`src/rtl/apu_pkg.sv`:
```
// rtl/apu_pkg.sv - shared APU constants: envelope channel count, ROM bus widths, channel indices.
package apu_pkg;

  localparam int DEF_NUM_REQ = 3;
  localparam int DEF_ADDR_W  = 8;
  localparam int DEF_DATA_W  = 16;

  localparam int PULSE1 = 0;
  localparam int PULSE2 = 1;
  localparam int NOISE  = 2;

endpackage

```
`src/rtl/rr_pick.sv`:
```
// rtl/rr_pick.sv - combinational round-robin pick: eligible mask and start pointer to one-hot winner.
module rr_pick #(
  parameter int N  = 3,
  parameter int PW = 2
) (
  input  logic [N-1:0]  i_elig,
  input  logic [PW-1:0] i_ptr,
  output logic [N-1:0]  o_win,
  output logic          o_valid
);

  // Offset i is tried before offset i+1, so the first eligible channel at or after ptr wins.
  always_comb begin
    o_win   = '0;
    o_valid = 1'b0;
    for (int i = 0; i < N; i++) begin
      for (int k = 0; k < N; k++) begin
        if (!o_valid && i_elig[k] &&
            (((int'(i_ptr) + i) - (((int'(i_ptr) + i) >= N) ? N : 0)) == k)) begin
          o_win[k] = 1'b1;
          o_valid  = 1'b1;
        end
      end
    end
  end

endmodule

```
`src/rtl/envelope_rom_arbiter.sv`:
```
// rtl/envelope_rom_arbiter.sv - round-robin arbiter sharing one synchronous envelope ROM between channels.
module envelope_rom_arbiter
  import apu_pkg::*;
#(
  parameter int NUM_REQ = DEF_NUM_REQ,
  parameter int ADDR_W  = DEF_ADDR_W,
  parameter int DATA_W  = DEF_DATA_W
) (
  input  logic                        i_clk,
  input  logic                        i_rst,
  input  logic [NUM_REQ-1:0]          i_req,
  input  logic [NUM_REQ*ADDR_W-1:0]   i_addr,
  output logic [NUM_REQ-1:0]          o_gnt,
  output logic [NUM_REQ-1:0]          o_rvalid,
  output logic [DATA_W-1:0]           o_rdata,
  output logic [ADDR_W-1:0]           o_rom_addr,
  input  logic [DATA_W-1:0]           i_rom_data
);

  localparam int PW = $clog2(NUM_REQ);

  logic [NUM_REQ-1:0] r_gnt;
  logic [NUM_REQ-1:0] r_rvalid;
  logic [ADDR_W-1:0]  r_rom_addr;
  logic [PW-1:0]      r_ptr;

  logic [NUM_REQ-1:0] w_elig;
  logic [NUM_REQ-1:0] w_win;
  logic               w_valid;
  logic [ADDR_W-1:0]  w_win_addr;
  logic [PW-1:0]      w_next_ptr;

  // A channel being granted this cycle is still holding i_req; masking it avoids a double read.
  assign w_elig = i_req & ~r_gnt;

  rr_pick #(
    .N  (NUM_REQ),
    .PW (PW)
  ) u_pick (
    .i_elig  (w_elig),
    .i_ptr   (r_ptr),
    .o_win   (w_win),
    .o_valid (w_valid)
  );

  always_comb begin
    w_win_addr = r_rom_addr;
    w_next_ptr = r_ptr;
    for (int k = 0; k < NUM_REQ; k++) begin
      if (w_win[k]) begin
        w_win_addr = i_addr[k*ADDR_W +: ADDR_W];
        w_next_ptr = (k == NUM_REQ - 1) ? '0 : PW'(k + 1);
      end
    end
  end

  always_ff @(posedge i_clk or posedge i_rst) begin
    if (i_rst) begin
      r_gnt      <= '0;
      r_rvalid   <= '0;
      r_rom_addr <= '0;
      r_ptr      <= '0;
    end else begin
      r_rvalid <= r_gnt;
      r_gnt    <= w_valid ? w_win : '0;
      if (w_valid) begin
        r_rom_addr <= w_win_addr;
        r_ptr      <= w_next_ptr;
      end
    end
  end

  assign o_gnt      = r_gnt;
  assign o_rvalid   = r_rvalid;
  assign o_rom_addr = r_rom_addr;
  assign o_rdata    = i_rom_data;

endmodule

```
`config.mk`:
```
export PLATFORM = sky130hd
export DESIGN_NAME = envelope_rom_arbiter
export DESIGN_NICKNAME = d
export VERILOG_FILES = /design/src/rtl/apu_pkg.sv /design/src/rtl/rr_pick.sv /design/src/rtl/envelope_rom_arbiter.sv
export SDC_FILE = /design/constraint.sdc
export NUM_CORES = 1
export LEC_CHECK = 0
export ABC_AREA = 1
export BUFFER_PORTS_ARGS = -buffer_cell sky130_fd_sc_hd__buf_4
export CORE_ASPECT_RATIO = 0.5
export CORE_MARGIN = 4
export CORE_UTILIZATION = 40
export DETAILED_ROUTE_END_ITERATION = 8
export MAX_ROUTING_LAYER = met4
export PLACE_DENSITY = 0.74
export SYNTH_ARGS = -nofsm -noshare
export SYNTH_HDL_FRONTEND = slang
export SYNTH_SLANG_ARGS = --single-unit
```
`constraint.sdc`:
```
create_clock -name i_clk -period 2.95 [get_ports i_clk]
set_input_delay 0.4425 -clock i_clk [delete_from_list [all_inputs] [get_ports i_clk]]
set_output_delay 0.4425 -clock i_clk [all_outputs]
set_load 0.03 [all_outputs]
```
; Yosys cells after proc, flatten, opt, wreduce, memory -nomap -nowiden
; Index checks and enable logic that the tools add are counted.
[word_totals]
output_inout_bits = 30
ff_bits = 16
in_bits = 45
[classes]
eq_ne = 6
muxes = 27
magnitude_cmp = 3
addsub = 5
n_reduce_logical = 30
bitwise = 2
[op_table]
columns = op, count
row1 = equality test 32 x 2 -> 1 bit (second input constant), 3
row2 = equality test 32 x 3 -> 1 bit (second input constant), 3
row3 = logical NOT 32 bit, 3
row4 = >= comparator 32 x 3 -> 1 bit (second input constant), 2
row5 = subtractor 32 bit, 2
row6 = two-way mux 8 bit, 3
row7 = logical AND 1 bit, 17
row8 = two-way mux 1 bit, 17
row9 = two-way mux 2 bit, 6
row10 = logical NOT 1 bit, 8
row11 = adder 2 x 1 -> 3 bit (second input constant), 1
row12 = adder 2 x 2 -> 3 bit (second input constant), 1
row13 = bitwise AND 3 bit, 1
row14 = two-way mux 3 bit, 1
row15 = NOT 3 bit, 1
row16 = nonzero test 3 bit, 1
row17 = subtractor 2 x 2 -> 3 bit, 1
row18 = >= comparator 2 bit (second input constant), 1
row19 = AND reduction 2 bit, 1

; Logic depth before layout (Yosys ltp)
[logic_depth]
depth_word = 40
depth_mapped = 13
ltp_nobuf = 13

; Modules after synthesis
; A second synthesis with hierarchy kept.
[unflattened]
hier_cells = 147
hier_area_um2 = 1094.8
[modules_own_cells]
columns = mod, cells_each, area_each_um2, instances
row1 = envelope_rom_arbiter, 113, 920.9, 1
row2 = rr_pick, 34, 173.9, 1

; Worst setup path after synthesis
; No wires, ideal clock.
[synth_timing]
path_kind = reg-to-reg
startpoint = register r_ptr[0]
endpoint = register r_rom_addr[0], in the netlist o_rom_addr[0]
synth_period_minus_slack_ns = 1.798
setup_ns = 0.117
arrival_ns = 1.680
required_ns = 2.833
path_slack_ns = 1.152
stages_incl_launch_ff = 12
path_cell_list = dfrtp_1 inv_1 ha_1 nand3_2 nand2_2 a21oi_2 nand4_2 nor2_4 nand2_1 buf_4 nand3_1 nand2_1
[synth_via]
elab_chain_len = 40
elab_cells_between_ends = 66
cone_classes = add/sub: 5 / order compare: 3 / eq/ne: 6 / mux: 22 / reduce/logical: 30
[synth_lines]
columns = item, line
row1 = start: declaration, envelope_rom_arbiter.sv:25  ; logic [PW-1:0] r_ptr;
row2 = start signal: assignment, envelope_rom_arbiter.sv:68  ; r_ptr <= w_next_ptr;
row3 = branches (longest 40 deep; another with >= comparator 32 x 3 -> 1 bit), --
row4 = end signal: assignment, envelope_rom_arbiter.sv:67  ; r_rom_addr <= w_win_addr;
row5 = end: declaration, envelope_rom_arbiter.sv:24  ; logic [ADDR_W-1:0] r_rom_addr;
; Parallel ways; which one is timed is not known.
; A chain may end at the register's enable or synchronous reset.

; Worst setup path in the final report
; Same ends and word-level chain as after synthesis.

==> results by group <==
Status
  • Status: completed

Final layout
  • Layout cells sized above 1: 43.6%
  • Register area: 400 µm²
  • Antenna diode count: 0
  • Post-route insts no fill: 216
  • Nets: 228
  • Multi-input logic area: 606 µm²
  • Finished Core Util: 54.3%
  • Area delta synth->final: 22.4%
  • Fill cells: 259

STA
  • Hold Slack: 0.275 ns
  • Fmax: 460 MHz
  • Setup TNS: 0 ns
  • RSZ-0062 raised after global routing: false
  • Final Hold Violating Endpoints: 0
  • Tmin final: 2.18 ns
  • Worst Tran Pin Value: 0.618 ns
  • Fin crit share: 73.8%
  • Final setup viols: 0
  • Setup Skew: 0.00134 ns
  • Max-slew violations: 0
  • Slew margin rel.: 58.8%

Yosys
  • Synth Register Bits: 16
  • Cell Area, Synth: 1230 µm²
  • Synth area leaders: dfrtp_1 (33%), nand2_1 (11%), buf_4 (10%)
  • Synthesized Nets: 198
  • Warnings from Yosys: 0
  • Top-area cell type share of the netlist area: 32.6%
  • Register area share after synthesis: 32.6%
  • Post-synth cell types: 24
  • Mean post-synth cell area: 8.13 µm²
  • Largest area contributor in the netlist: dfrtp_1
  • Mapped Cells: 151

Global routing
  • Grt total ovfl: 0
  • Pin count of the biggest net entering global routing: 17
  • Initial antenna violation count: 0
  • First-pass GRT wire length: 4310 µm
  • Vias in the first global route: 961
  • Gr usage total: 14.3%

Power
  • Power Density: 1180 nW/µm²
  • Worst IR Drop VDD: 655 µV
  • Leakage power: 0.000808 µW

Die
  • Row count: 13
  • # IOs: 75
  • Die height: 47.2 µm
  • CORE AREA: 2770 µm²
  • Die Area: 4070 µm²
  • Starting Density: 44.4%
  • Die Span X: 86.3 µm

Setup path
  • Worst Path Arrival: 2.31 ns
  • CP most frequent cell: nand2_1
  • Crit. End Element: flip-flop
  • CP max-delay cell: dfrtp_1
  • Crit path cell chain: inv_1 > ha_1 > nand3_2 > nand4_4 > nand4_2 > nor2_4 > nand2_1 > clkinv_1 > nand2_1 > nand2_1
  • CP max stage delay: 0.34 ns
  • Worst path depth: 10
  • Critical path class: reg -> reg
  • Worst setup SP type: flip-flop
  • Worst Path Required: 3.09 ns
  • Reg2Reg Depth: 10
  • Worst-path fanout max: 11
  • CP delay by family, top: simple AND/OR/NAND/NOR gates
  • Critical path buffer and inverter count: 2

Clock network
  • TritonCTS Sinks: 16
  • Clock slew at reported path FFs: 0.06 ns
  • CTS max path bufs: 2
  • CTS Hold Buffers Added: 0
  • Root buffer cell: clkbuf_8
  • CTS tree: done
  • Post-CTS Setup Inserts: 0
  • Post_cts resized: 0
  • Clock latency at the later pin of the worst-skew pair: 0.24 ns
  • Depth of the CTS H-tree: 1
  • Number of buffers created by CTS: 3

Drt
  • WL/cell: 12.7 µm
  • Via count: 1,040
  • DRT Pass-1 Iters: 4
  • Drt total wl: 2750 µm
  • Routed Antenna Nets: 0
  • Via/cell ratio: 4.81
  • 1st-iter DRT viols: 50
  • Drc violations: 0

Placed design
  • Port buffer count: 42
  • Placed cells: 213
  • Post-DP HPWL: 2210 µm
  • Final GP Congestion: 0.899

Flow run
  • Max-Cap Viols: 0

Min path
  • Hold Path Class: in -> async
through the flow:
stage               instance area [µm²]  worst slack [ns]  power (µW)
floorplan                          1230              1.15        1350
global route                       1500             0.560        1910
CTS                                1500             0.780        1790
detailed placement                 1460             0.794        1610
global placement                   1460             0.866        1600
finish                             1500             0.774        1770
kinds of logic (layout without fill, tap and decap cells):
family / Yosys count / in the layout / share of synthesized area, %
AOI/OAI and AO/OA: 6 / 6 / 5.30
adders and majority gates: 2 / 2 / 2.04
buffers and inverters: 42 / 70 / 18.0
DFF: 16 / 16 / 32.6
and+or+nand+nor: 85 / 85 / 42.0
power by group:
part	switching (µW)	total [µW]	internal, µW
sequential	63.3	394	331
combinational	792	1220	423
clock	69.5	160	90.4
flip-flops by register name, summed over array words and instances, names as in the netlist:
signal and cells:
o_rvalid 3, o_gnt 3, o_rom_addr 8, r_ptr 2
cell type report:
class,instances,area share (%)
multi-input combinational,93,40.3
sequential,16,26.6
timing repair buffer,42,21.0
inverter,25,6.24
tap,37,3.08
clock buffer,3,2.75
layer usage:
layer  vias to the layer above  part of all wire, %  global-route usage, %  routed length, µm
li1                        525                    -                      -                  -
met1                       464                   43                   17.7               1180
met5                         -                    0                      -                  0
met2                        41                   48                   22.2               1310
met4                         0                  1.6                   6.21                 45
met3                        10                  7.4                   3.85                204
cells in the final DEF (no fill, tap or decap), types with 3 or more instances in the layout:
cell type and count:
dfrtp_1 16, buf_4 42, nand2_1 36, inv_1 17
nand2_2 5, nand3_2 4, nand3_1 25, inv_2 7
clkbuf_8 3
final timing paths:
path / to / startpoint / slack, ns
min in group i_clk: o_rvalid[0]$_DFF_PP0_ / o_gnt[0]$_DFF_PP0_ / 0.42
worst max-delay path: o_rom_addr[0]$_DFFE_PP0P_ / r_ptr[0]$_DFFE_PP0P_ / 0.77
worst min register to register: o_rvalid[0]$_DFF_PP0_ / o_gnt[0]$_DFF_PP0_ / 0.42
worst min-delay path: o_rvalid[1]$_DFF_PP0_ / i_rst / 0.27
worst max register to register: o_rom_addr[0]$_DFFE_PP0P_ / r_ptr[0]$_DFFE_PP0P_ / 0.77
max in group asynchronous: o_rom_addr[3]$_DFFE_PP0P_ / i_rst / 2.28
cells in the mapped netlist:
master / number
nand3_4: 1
nand2_1: 36
ha_1: 2
clkinv_1: 1
buf_4: 17
nor2_4: 2
nand3_2: 4
nand2_4: 1
nor2_8: 2
nor2_1: 1
o21bai_2: 2
nand3_1: 25
nand4_4: 2
nor2_2: 2
nand2_2: 5
o21ai_2: 2
nand4_2: 1
a21oi_4: 1
inv_2: 7
nand4_1: 1
inv_1: 17
nand3b_1: 2
dfrtp_1: 16
a21oi_2: 1
Power figures use the tool's default switching activity.
